<file path="src/rtl/calc_engine.sv">
// Multi-cycle add/sub/mul/div calculator with sequential double-dabble BCD output.
// Optional feature macro: CALC_OVERFLOW_EN (flag and blank results wider than DIGITS).
module calc_engine #(
   parameter int WIDTH  = 4,
   parameter int DIGITS = 4
) (
   input  logic                  clock,
   input  logic                  reset_n,
   input  logic [WIDTH-1:0]      a,
   input  logic [WIDTH-1:0]      b,
   input  logic                  plus,
   input  logic                  minus,
   input  logic                  mul,
   input  logic                  div,
   output logic                  busy,
   output logic                  done,
   output logic [4*DIGITS-1:0]   digits,
   output logic                  neg,
   output logic                  err
);

   localparam int RW = 2 * WIDTH;
   localparam int ND = (RW * 30103 + 99999) / 100000;
   localparam int BW = 4 * ((ND > DIGITS) ? ND : DIGITS);
   localparam int CW = $clog2(RW + 1);

   typedef enum logic [1:0] {IDLE, EXEC, BCD, DONE} state_t;
   typedef enum logic [1:0] {OP_ADD, OP_SUB, OP_MUL, OP_DIV} op_t;

   state_t              state_q, state_d;
   op_t                 op_q, op_d;
   logic [WIDTH-1:0]    a_q, a_d, b_q, b_d;
   logic [RW-1:0]       res_q, res_d, aux_q, aux_d;
   logic [CW-1:0]       cnt_q, cnt_d;
   logic [4*ND-1:0]     bcd_q, bcd_d;
   logic                neg_w_q, neg_w_d, err_w_q, err_w_d;
   logic [4*DIGITS-1:0] digits_q, digits_d;
   logic                neg_q, neg_d, err_q, err_d, done_q, done_d;

   logic [WIDTH:0]      rem_shift;
   logic [WIDTH-1:0]    quo;
   logic [4*ND-1:0]     bcd_adj;
   logic [BW-1:0]       bcd_ext;

   always_ff @(posedge clock or negedge reset_n) begin
      if (!reset_n) begin
         state_q  <= IDLE;
         op_q     <= OP_ADD;
         a_q      <= '0;
         b_q      <= '0;
         res_q    <= '0;
         aux_q    <= '0;
         cnt_q    <= '0;
         bcd_q    <= '0;
         neg_w_q  <= 1'b0;
         err_w_q  <= 1'b0;
         digits_q <= '0;
         neg_q    <= 1'b0;
         err_q    <= 1'b0;
         done_q   <= 1'b0;
      end else begin
         state_q  <= state_d;
         op_q     <= op_d;
         a_q      <= a_d;
         b_q      <= b_d;
         res_q    <= res_d;
         aux_q    <= aux_d;
         cnt_q    <= cnt_d;
         bcd_q    <= bcd_d;
         neg_w_q  <= neg_w_d;
         err_w_q  <= err_w_d;
         digits_q <= digits_d;
         neg_q    <= neg_d;
         err_q    <= err_d;
         done_q   <= done_d;
      end
   end

   // mul/div spend cycle 0 of EXEC on setup, then WIDTH iterations
   always_comb begin
      state_d   = state_q;
      op_d      = op_q;
      a_d       = a_q;
      b_d       = b_q;
      res_d     = res_q;
      aux_d     = aux_q;
      cnt_d     = cnt_q;
      bcd_d     = bcd_q;
      neg_w_d   = neg_w_q;
      err_w_d   = err_w_q;
      digits_d  = digits_q;
      neg_d     = neg_q;
      err_d     = err_q;
      done_d    = 1'b0;
      rem_shift = '0;
      quo       = '0;
      bcd_adj   = bcd_q;
      bcd_ext   = '0;

      case (state_q)
         IDLE: begin
            if (plus || minus || mul || div) begin
               state_d = EXEC;
               a_d     = a;
               b_d     = b;
               cnt_d   = '0;
               neg_w_d = 1'b0;
               err_w_d = 1'b0;
               if (plus)       op_d = OP_ADD;
               else if (minus) op_d = OP_SUB;
               else if (mul)   op_d = OP_MUL;
               else            op_d = OP_DIV;
            end
         end

         EXEC: begin
            case (op_q)
               OP_ADD: begin
                  res_d   = RW'(a_q) + RW'(b_q);
                  state_d = BCD;
               end
               OP_SUB: begin
                  if (a_q < b_q) begin
                     res_d   = RW'(b_q - a_q);
                     neg_w_d = 1'b1;
                  end else begin
                     res_d   = RW'(a_q - b_q);
                  end
                  state_d = BCD;
               end
               OP_MUL: begin
                  if (cnt_q == '0) begin
                     res_d = '0;
                     aux_d = RW'(a_q);
                     cnt_d = CW'(1);
                  end else begin
                     if (b_q[0]) res_d = res_q + aux_q;
                     aux_d = aux_q << 1;
                     b_d   = b_q >> 1;
                     cnt_d = cnt_q + CW'(1);
                     if (cnt_q == CW'(WIDTH)) state_d = BCD;
                  end
               end
               default: begin
                  if (cnt_q == '0) begin
                     if (b_q == '0) begin
                        res_d   = '0;
                        err_w_d = 1'b1;
                        state_d = BCD;
                     end else begin
                        res_d = RW'(a_q);
                        aux_d = '0;
                        cnt_d = CW'(1);
                     end
                  end else begin
                     rem_shift = {aux_q[WIDTH-1:0], res_q[WIDTH-1]};
                     quo       = res_q[WIDTH-1:0] << 1;
                     if (rem_shift >= {1'b0, b_q}) begin
                        rem_shift = rem_shift - {1'b0, b_q};
                        quo[0]    = 1'b1;
                     end
                     aux_d = RW'(rem_shift);
                     res_d = RW'(quo);
                     cnt_d = cnt_q + CW'(1);
                     if (cnt_q == CW'(WIDTH)) state_d = BCD;
                  end
               end
            endcase
            if (state_d == BCD) begin
               cnt_d = '0;
               bcd_d = '0;
            end
         end

         BCD: begin
            for (int i = 0; i < ND; i++) begin
               if (bcd_q[4*i +: 4] >= 4'd5) bcd_adj[4*i +: 4] = bcd_q[4*i +: 4] + 4'd3;
            end
            bcd_d = {bcd_adj[4*ND-2:0], res_q[RW-1]};
            res_d = res_q << 1;
            cnt_d = cnt_q + CW'(1);
            if (cnt_q == CW'(RW - 1)) state_d = DONE;
         end

         default: begin
            bcd_ext  = BW'(bcd_q);
            digits_d = bcd_ext[4*DIGITS-1:0];
            neg_d    = neg_w_q;
            err_d    = err_w_q;
`ifdef CALC_OVERFLOW_EN
            if ((bcd_ext >> (4 * DIGITS)) != '0) begin
               digits_d = '1;
               err_d    = 1'b1;
            end
`endif
            done_d  = 1'b1;
            state_d = IDLE;
         end
      endcase
   end

   assign busy   = (state_q != IDLE);
   assign done   = done_q;
   assign digits = digits_q;
   assign neg    = neg_q;
   assign err    = err_q;

endmodule

</file>
<file path="config.mk">
export PLATFORM = sky130hd
export DESIGN_NAME = calc_engine
export DESIGN_NICKNAME = d
export VERILOG_FILES = /design/src/rtl/calc_engine.sv
export SDC_FILE = /design/constraint.sdc
export NUM_CORES = 1
export LEC_CHECK = 0
export ABC_AREA = 0
export CAP_MARGIN = 30
export CELL_PAD_IN_SITES_DETAIL_PLACEMENT = 1
export CELL_PAD_IN_SITES_GLOBAL_PLACEMENT = 1
export CORE_MARGIN = 2
export CORE_UTILIZATION = 46
export CTS_CLUSTER_DIAMETER = 60
export DETAILED_ROUTE_END_ITERATION = 10
export PLACE_DENSITY_LB_ADDON = 0.12
export SLEW_MARGIN = 20
export SYNTH_ARGS = -nofsm -noshare
export SYNTH_HDL_FRONTEND = slang
export SYNTH_SLANG_ARGS = --single-unit
</file>
<file path="constraint.sdc">
create_clock -name clock -period 3 [get_ports clock]
set_input_delay 0.6 -clock clock [delete_from_list [all_inputs] [get_ports clock]]
set_output_delay 0.6 -clock clock [all_outputs]
set_load 0.01 [all_outputs]
</file>
# After elaboration in Yosys (flattened, before gate mapping)

Index checks and enable logic that the tools add are counted.

Input bits: 14
Output and inout bits: 20
Memory bits (read-only): 0
Register bits after elaboration: 61
Logic and storage cells: 123
Bits in latches: 0
Memories: 0
RAM bits: 0

Equality and inequality tests: 21
Shifts and indexed selects: 0
Div/mod/pow operators: 0
Multiplexer cells: 50
Multiply operators: 0
Order comparisons: 5
Bitwise logic cells: 1
Reduce and logical (&&, ||, !) cells: 23
$add $sub $neg: 9

Operators with widths:

| kind                  | count |
|---|---|
| $mux W8               | 7 |
| $mux W4               | 11 |
| $pmux W8 S2           | 2 |
| $pmux W12 S2          | 1 |
| $pmux W8 S3           | 1 |
| $mux W2               | 9 |
| $ne A2 B2 Y1 const B  | 8 |
| $pmux W4 S2           | 2 |
| $ge A4 B3 Y1 const B  | 3 |
| $mux W12              | 1 |
| $pmux W4 S3           | 1 |
| $reduce_and A4 Y1     | 3 |
| $sub A4 B4 Y5         | 2 |
| $mux W1               | 9 |
| $add A4 B2 Y4 const B | 2 |
| $add A8 B8 Y8         | 1 |
| $eq A4 B3 Y1 const B  | 2 |
| $logic_not A4 Y1      | 2 |
| $reduce_and A2 Y1     | 4 |
| $eq A2 B2 Y1 const B  | 3 |
| $pmux W2 S3           | 1 |
| $reduce_bool A2 Y1    | 3 |
| $reduce_or A3 Y1      | 2 |
| $add A4 B4 Y5         | 1 |
| 22 further kinds      | 28 |

# Longest topological paths before layout

Depth in word-level cells: 8
Mapped depth: 10
Mapped depth without buffers: 10

# Least setup slack after synthesis

No wires, ideal clock.

Path kind: register to register
Start point: register a_q[2]
End point: register res_q[1]
Library setup time: 0.126 ns
Stages on the path, launching flop included: 10
Setup slack: 0.832 ns
Data arrival time: 2.042 ns
Cell sequence: dfrtp_1 -> inv_1 -> ha_1 -> buf_4 -> a21oi_2 -> a21boi_1 -> nor2_1 -> mux2_2 -> a2111oi_4 -> o31ai_2

Cells in the longest elaborated chain, start to end: 4

RTL lines:

| element                | RTL line | source |
|---|---|---|
| start, declared        | 32       | `logic [WIDTH-1:0] a_q, a_d, b_q, b_d;` |
| start signal, assigned | 49       | `a_q <= '0;` |
| start signal, assigned | 64       | `a_q <= a_d;` |
| $lt A4 B4 Y1           | 123      | `if (a_q < b_q) begin` |
| $mux W8                | 123      |  |
| $pmux W8 S3            | 117      | `case (op_q)` |
| $pmux W8 S2            | 100      | `case (state_q)` |
| end signal, assigned   | 66       | `res_q <= res_d;` |
| end, declared          | 33       | `logic [RW-1:0] res_q, res_d, aux_q, aux_d;` |

No other way between the ends.
A chain may end at the register's enable or synchronous reset.

# Worst setup path in the final report

Start point: register b_q[1]
End point: register res_q[1]

Cells in the longest elaborated chain, start to end: 5
Elaborated cells between the ends (all ways): 10

RTL lines:

| element                                                               | RTL line | source |
|---|---|---|
| start, declared                                                       | 32       |  |
| start signal, assigned                                                | 50       | `b_q <= '0;` |
| start signal, assigned                                                | 65       | `b_q <= b_d;` |
| parallel branches: the longest is 3 deep, another holds $sub A4 B4 Y5 | -        |  |
| $pmux W8 S3 *                                                         | 117      |  |
| $pmux W8 S2 *                                                         | 100      |  |

Every way passes the cells marked *.

==> out/metrics.cfg <==
[run_status]
status=finished clean

[critical_path]
critPathArrivalTime_ns=2.71
worstPathRequired_ns=3.21
start_kind=flop
critPathCaptureType=flop
r2r_setup_slack_ns=0.50
crit_type=reg -> reg
cp_max_fo=8

[grt]
grt_usage=0.234
antenna_found_initial=0
grt_pass1_wl_um=18500
grt.overflow.total=0
grt_pass1_vias=3656
grt_start_max_net_pins=34

[sta]
setup-violations-final=0
slew-limit-headroom=0.480
finalMaxSlewViolations=0
fmax_ghz=0.400
rsz0062_at_grt=false
fin_tns_setup_ns=0
skew_ns=0.0137
finalHoldViolCount=0
finalCritPeriodShare=0.834
timing.final.ws_setup_ns=0.499
worst_pin_slew_ns=0.779
holdWs_ns=0.323
period_needed_ns=2.50

[job]
cap_violations=0

[synthesis]
ys_seq_area_frac=0.357
yosys-top-cells-area=dfrtp_1 (36%), ha_1 (10%), mux2_2 (5.3%), a21oi_1 (4.6%), nand2_1 (3.3%)
yosys.area.top_type=dfrtp_1
synth_edf_count=0
synth_cells=457
ys_ff_latch=61
ys_types=63
yosysWarnings=0
async_reset_ff_frac=1.00
syn-cell-area_um2=4280
synth_area_per_cell_um2=9.36
synth_top_area_frac=0.357
ys.flop_type=dfrtp_1

[floorplan]
pin_count=34
core_area_um2=9110
num_rows=35
die_x_um=100
die_h_um=100
dieArea_um2=10100
start_util=0.470

[layout]
layout-area-overhead-vs-synth_pct=14.4
fillers=1054
drive_above_1_share=0.121
final_util=0.537
fin_nets=545
final_common_cell=dfrtp_1
final_cell_mix=dfrtp_1 (61), a21oi_1 (39), nand2_1 (38), ha_1 (35), inv_1 (32)
antennaDiodeCount=0

[route]
wl_met2_um=5050
drc=0
drt_iter0_markers=156
vias_per_cell=5.70
drt_pass1_iterations=4
wl_per_cell_um=17.9
vias=3460
met1Wirelength_um=5350
routed_wl_um=10800
top_layer=met4
final_antenna_net_count=0
wl_met3_um=258

[clock_tree]
cts_resized=0
numCtsBuffers=9
cts.hold.buffers_added=0
cts.sinks=61
cts-htree-levels=3
clock_latency_ns=0.34
cts-root-to-sink-buffers=2
post_cts_buffers=0
path_clk_slew_ns=0.08
cts_root_buffer=clkbuf_8
cts_tree=built

[power_and_ir_drop]
p_leak_nw=2.20
ir_drop_mv=0.544
p_per_area_nw_per_um2=1140

[place]
gp_congestion=0.897
dp_hpwl_um=8180
dp_slack_ns=0.393
placement.io_buffers=29

[worst_hold_path]
min_path_type=in -> async

-- worst max-delay path, stage by stage, from the launching register on --
cell and delay [ns]:
dfrtp_1 0.62, inv_1 0.22, ha_1 0.26, a21oi_2 0.21
a21boi_1 0.12, nor2_1 0.11, mux2_2 0.36, a2111oi_4 0.37
o31ai_2 0.10
-- cells by family (layout without fill, tap and decap cells) --
logic type	count (synthesis)	count (layout)	share of synthesized area
adder cells (fa/ha/maj)	40	40	0.126
AND/OR/NAND/NOR	129	129	0.153
buffers and inverters	53	89	0.0567
XOR/XNOR	14	14	0.0287
AO/OA/AOI/OAI	130	130	0.205
flip-flops	61	61	0.357
other	1	4	0.000877
multiplexers	29	29	0.0737
-- metal layers --
layer | global-route usage | up-vias
met5 | 0 | -
met4 | 0.0759 | 0
met3 | 0.0320 | 15
met2 | 0.378 | 58
met1 | 0.326 | 1706
li1 | - | 1681
-- final timing paths --
kind / end / depth (start not counted) / startpoint
setup / recovery: res_q[1]$_DFFE_PN0P_ / 8 / b_q[1]$_DFFE_PN0P_
hold / removal: aux_q[3]$_DFFE_PN0P_ / 1 / reset_n
setup reg to reg: res_q[1]$_DFFE_PN0P_ / 8 / b_q[1]$_DFFE_PN0P_
hold reg to reg: digits[2]$_DFFE_PN0P_ / 1 / digits[2]$_DFFE_PN0P_
max in group asynchronous: res_q[3]$_DFFE_PN0P_ / 2 / reset_n
min in group clock: digits[2]$_DFFE_PN0P_ / 1 / digits[2]$_DFFE_PN0P_
-- cells in the mapped netlist, drive strengths merged, types with 8 or more instances --
master  count
a21o       11
a21oi      40
buf        13
clkbuf      8
dfrtp      61
ha         35
inv        32
mux2       20
mux2i       9
nand2      38
nand2b      9
nand3      12
nor2       33
nor2b      12
o21ai      26
xnor2       9
-- report_power, final --
group	switching (mW)	leakage, nW	internal, mW
clock network	0.346	0.0959	0.408
registers	0.301	0.803	1.04
logic	2.02	1.30	1.46
-- area by class of cell --
cell class              count  area [µm²]  area share
multi-input cells         346        2520       0.515
clock buffers              11         141      0.0289
repair buffers             41         388      0.0793
flip-flops and latches     61        1530       0.312
well taps                 111         139      0.0284
clock inverters             5        58.8      0.0120
inverters                  32         120      0.0245
-- through the flow --
step	instances	total power [mW]	cell area, µm²
after floorplan	460	3.86	4290
after global placement	590	4.67	4690
after detailed placement	591	4.79	4690
after CTS	607	5.60	4890
after global routing	607	6.09	4890
final	607	5.58	4890
-- sequential cells by signal (all words and copies together) (netlist names) --
register,cells
done,1
state_q,2
bcd_q,12
op_q,2
a_q,4
err,1
res_q,8
err_w_q,1
neg_w_q,1
neg,1
cnt_q,4
aux_q,8
b_q,4
digits,12
Power figures use the tool's default switching activity.
